===== config.mk =====
export PLATFORM = sky130hd
export DESIGN_NAME = masked_affine_output_pipe
export DESIGN_NICKNAME = d
export VERILOG_FILES = /design/src/rtl/masked_affine_output_pipe.sv
export SDC_FILE = /design/constraint.sdc
export NUM_CORES = 1
export LEC_CHECK = 0
export ABC_CLOCK_PERIOD_IN_PS = 2180
export CELL_PAD_IN_SITES_DETAIL_PLACEMENT = 0
export CELL_PAD_IN_SITES_GLOBAL_PLACEMENT = 1
export CORE_UTILIZATION = 39
export CTS_BUF_LIST = sky130_fd_sc_hd__clkbuf_16
export CTS_CLUSTER_SIZE = 14
export DETAILED_ROUTE_END_ITERATION = 6
export PLACE_DENSITY_LB_ADDON = 0.1
export SLEW_MARGIN = 10
export SYNTH_ARGS = -nofsm -noshare
export SYNTH_HDL_FRONTEND = slang
export SYNTH_SLANG_ARGS = --single-unit

===== constraint.sdc =====
create_clock -name clk -period 2.18 [get_ports clk]
set_input_delay 0.436 -clock clk [delete_from_list [all_inputs] [get_ports clk]]
set_output_delay 0.436 -clock clk [all_outputs]
set_load 0.005 [all_outputs]

===== src/rtl/masked_affine_output_pipe.sv =====
// Three-share masked AES affine output stage: tower-basis inverse shares -> SubBytes shares.
// Optional macro AFFOUT_RESHARE_EN adds a fresh-randomness port that re-masks shares 1 and 2.
module masked_affine_output_pipe #(
  parameter int unsigned NBYTES    = 16,
  parameter logic [7:0]  AFF_CONST = 8'h63
) (
  input  logic       clk,
  input  logic       rst,
  input  logic       in_valid,
  output logic       in_ready,
  input  logic [7:0] in_s0,
  input  logic [7:0] in_s1,
  input  logic [7:0] in_s2,
  output logic       out_valid,
  input  logic       out_ready,
  output logic [7:0] out_s0,
  output logic [7:0] out_s1,
  output logic [7:0] out_s2,
  output logic [3:0] out_idx,
  output logic       out_last
`ifdef AFFOUT_RESHARE_EN
  ,
  input  logic [7:0] fresh
`endif
);

  localparam logic [3:0] LAST_IDX = 4'(NBYTES - 1);

  // Undo the input-stage basis change (tower -> polynomial basis); input bit k adds column 7-k.
  function automatic logic [7:0] tower_to_aes(input logic [7:0] x);
    logic [7:0] y;
    y = 8'h00;
    if (x[7]) y = y ^ 8'h64;
    if (x[6]) y = y ^ 8'h78;
    if (x[5]) y = y ^ 8'h6E;
    if (x[4]) y = y ^ 8'h8C;
    if (x[3]) y = y ^ 8'h68;
    if (x[2]) y = y ^ 8'h29;
    if (x[1]) y = y ^ 8'hDE;
    if (x[0]) y = y ^ 8'h60;
    return y;
  endfunction

  // Linear part of the AES affine transform: b ^ rotl1 ^ rotl2 ^ rotl3 ^ rotl4.
  function automatic logic [7:0] aes_linear(input logic [7:0] b);
    return b ^ {b[6:0], b[7]} ^ {b[5:0], b[7:6]} ^ {b[4:0], b[7:5]} ^ {b[3:0], b[7:4]};
  endfunction

  function automatic logic [7:0] lin_map(input logic [7:0] x);
    return aes_linear(tower_to_aes(x));
  endfunction

  logic       v1, v2;
  logic [7:0] r1_s0, r1_s1, r1_s2;
  logic [7:0] r2_s0, r2_s1, r2_s2;
  logic [3:0] idx1, idx2;
  logic [3:0] cnt;

  logic       adv1, adv2, in_xfer;
  logic [7:0] l_s0, l_s1, l_s2;
  logic [7:0] n2_s1, n2_s2;

  assign adv2     = !v2 || out_ready;
  assign adv1     = !v1 || adv2;
  assign in_ready = adv1;
  assign in_xfer  = in_valid && in_ready;

  // Affine logic sees only stage-1 registers, so inverter glitches never reach it.
  assign l_s0 = lin_map(r1_s0) ^ AFF_CONST;
  assign l_s1 = lin_map(r1_s1);
  assign l_s2 = lin_map(r1_s2);

`ifdef AFFOUT_RESHARE_EN
  assign n2_s1 = l_s1 ^ fresh;
  assign n2_s2 = l_s2 ^ fresh;
`else
  assign n2_s1 = l_s1;
  assign n2_s2 = l_s2;
`endif

  always_ff @(posedge clk) begin
    if (rst) begin
      cnt   <= 4'd0;
      v1    <= 1'b0;
      v2    <= 1'b0;
      r1_s0 <= 8'h00;
      r1_s1 <= 8'h00;
      r1_s2 <= 8'h00;
      idx1  <= 4'd0;
      r2_s0 <= 8'h00;
      r2_s1 <= 8'h00;
      r2_s2 <= 8'h00;
      idx2  <= 4'd0;
    end else begin
      if (in_xfer) begin
        cnt <= (cnt == LAST_IDX) ? 4'd0 : cnt + 4'd1;
      end
      if (adv1) begin
        v1 <= in_xfer;
        if (in_xfer) begin
          r1_s0 <= in_s0;
          r1_s1 <= in_s1;
          r1_s2 <= in_s2;
          idx1  <= cnt;
        end
      end
      if (adv2) begin
        v2 <= v1;
        if (v1) begin
          r2_s0 <= l_s0;
          r2_s1 <= n2_s1;
          r2_s2 <= n2_s2;
          idx2  <= idx1;
        end
      end
    end
  end

  assign out_valid = v2;
  assign out_s0    = r2_s0;
  assign out_s1    = r2_s1;
  assign out_s2    = r2_s2;
  assign out_idx   = idx2;
  assign out_last  = (idx2 == LAST_IDX);

  stall_hold_a: assert property (@(posedge clk) disable iff (rst)
    out_valid && !out_ready |=> out_valid && $stable({out_s0, out_s1, out_s2, out_idx}));

endmodule


==> flow_summary.yaml <==
cells_and_area:
  nets: 390
  final_common_cell: "nand2_1"
  layout_common_cells: "nand2_1 (89), dfxtp_1 (62), clkdlybuf4s50_1 (57), a21oi_1 (46), xnor2_1 (20)"
  n_antenna_cell: 0
  layout-drive-gt1-share_pct: 7.42
  final-seq-area_um2: 1240
  fillerInstances: 613
  multi_input_area_um2: 1200
  syn_to_final_growth_pct: 34.6
setup_path:
  cp_max_fo: 2
  critPathLaunchType: "input port"
  required_ns: 1.74
  crit_arrival_ns: 1.54
  cp-end-kind: "output port"
  path_class: "in2out"
  reg2reg_slack_ns: 0.77
sta:
  worst_pin_slew_ns: 0.827
  period_share_pct: 90.6
  relSlewSlack_pct: 44.8
  drv_slew: 0
  rsz0062_at_grt: "no"
  setup_tns_ns: 0
  setup_viol: 0
  finClkSkew_ns: 0.00697
  hold_viol: 0
  min_period_ns: 1.98
  max_freq_mhz: 506
logic_synthesis:
  syn-instance-count: 302
  ys_types: 28
  yosys_register_bits: 62
  synth.net_count: 331
  synth_top_area_share_pct: 48.1
  ys_warn_count: 0
  synth_seq_area_share_pct: 48.1
  synth.largest_area_cell: "dfxtp_1"
  syn_area_per_cell_um2: 8.55
  syn_area_um2: 2580
  synthTopCellsByArea: "dfxtp_1 (48%), nand2_1 (13%), a21oi_1 (8.9%), xnor2_1 (6.8%), a211oi_1 (2.9%)"
route:
  vias: 2165
  wl_per_cell_um: 12.9
  drc: 0
  dr.pass1.iters: 4
  wl_mm: 5.67
  drt_iter0_markers: 90
  routed_via_density: 4.91
  drtAntennaViolNets: 0
floorplan:
  start_util_pct: 40.4
  dieWidth_um: 83.4
  dieArea_um2: 6950
  rows: 29
  ioPinCount: 59
  coreArea_um2: 6390
  die_height_um: 83.4
flow_run:
  cap_violations: 0
clocking:
  holdBufCountCts: 0
  cts_root_buf: "clkbuf_16"
  numCtsBuffers: 9
  cts_resized: 0
  clk_latency_ns: 0.32
  cts_tree: "built"
  clkTransAtPathRegs_ns: 0.05
  htreeDepth: 3
  cts.path.max_buffers: 2
  clock_sinks: 62
  postCtsSetupRepairBufs: 0
min_path:
  hp-class: "reg2reg"
global_route:
  grt_pass1_vias: 2006
  antenna_found_initial: 0
  grt_start_max_net_pins: 50
  grt_pass1_wl_mm: 9.73
  overflow: 0
  track_usage_pct: 17.9
power_and_ir_drop:
  ir_drop_mv: 0.463
  powerDensity_nw_per_um2: 810
  p_leak_nw: 1.28
  p_total_w: 0.00281
place:
  io_buffers: 58
  dp_hpwl_mm: 3.82
  gp_congestion: 0.760
status:
  status: "complete, no violations"
==> kinds of logic after synthesis <==
family,after synthesis,share of synthesized area [%]
and+or+nand+nor,128,22.5
DFF,62,48.1
AOI/OAI and AO/OA,60,13.1
xor gates and xnor gates,28,10.4
buffers and inverters,23,5.43
adders and majority gates,1,0.485
==> worst paths after layout <==
path	depth (start not counted)	endpoint	startpoint
setup / recovery	3	in_ready	out_ready
hold / removal	2	idx1[0]$_SDFFE_PP0P_	idx1[0]$_SDFFE_PP0P_
setup reg to reg	5	out_s0[3]$_SDFFE_PP0P_	out_valid$_SDFFE_PP0P_
hold reg to reg	2	idx1[0]$_SDFFE_PP0P_	idx1[0]$_SDFFE_PP0P_
==> synth_stat cells, drive strengths merged <==
cell type / instances
a211oi: 10
ha: 1
nor3b: 2
dfxtp: 62
inv: 2
nor4b: 2
and4: 1
nor3: 2
a21oi: 46
a41oi: 1
a31oi: 1
nand3b: 5
clkbuf: 12
nand4b: 4
xor2: 5
a211o: 2
nand3: 6
nor2: 10
or4: 4
nand2b: 1
buf: 9
xnor2: 23
and2: 2
nand2: 89
==> registers in the layout (all words and copies together) (netlist names) <==
name and count:
out_s0 8, out_s1 8, out_s2 8, r1_s0 8, r1_s1 8, r1_s2 8, cnt 4, idx1 4
out_idx 4, out_valid 1, v1 1
==> worst max-delay path, cell delays in order <==
cell,delay (ns)
clkdlybuf4s50_1,0.47
nand3b_1,0.13
clkdlybuf4s50_1,0.51
==> where the power goes <==
group          leakage (nW)  switching [W]  total (W)  internal [W]
Clock                 0.131       0.000458    0.00119      0.000736
Combinational         0.642       0.000162   0.000365      0.000203
Sequential            0.508      0.0000530    0.00125       0.00120
Total                  1.28       0.000673    0.00281       0.00214
==> metal layers <==
metal | track usage, % | share of wire (%) | vias to the layer above
met5 | 0 | 0 | -
li1 | - | - | 1128
met2 | 27.6 | 47 | 43
met1 | 23.0 | 47 | 986
met3 | 6.36 | 4.5 | 8
met4 | 6.58 | 1.2 | 0
==> through the flow <==
stage / setup WS, ns / area (um^2) / utilization, % / hold slack, ns / cells
2_1_floorplan: 0.816 / 2580 / - / 0.432 / 302
3_3_place_gp: 0.207 / 3230 / 50.5 / 0.439 / 427
3_5_place_dp: 0.190 / 3230 / 50.5 / 0.447 / 427
4_1_cts: 0.199 / 3470 / 54.4 / 0.454 / 441
5_1_grt: 0.156 / 3470 / 54.4 / 0.464 / 441
6_report: 0.204 / 3470 / 54.4 / 0.452 / 441
==> layout make-up <==
cell class                      count  share of cell area, %
Inverter                            2                  0.216
Clock buffer                        9                   6.48
Timing Repair Buffer               69                   19.7
Clock inverter                      5                  0.612
Sequential cell                    62                   35.7
Multi-Input combinational cell    217                   34.5
Tap cell                           77                   2.77
(Power assumes the default switching activity.)
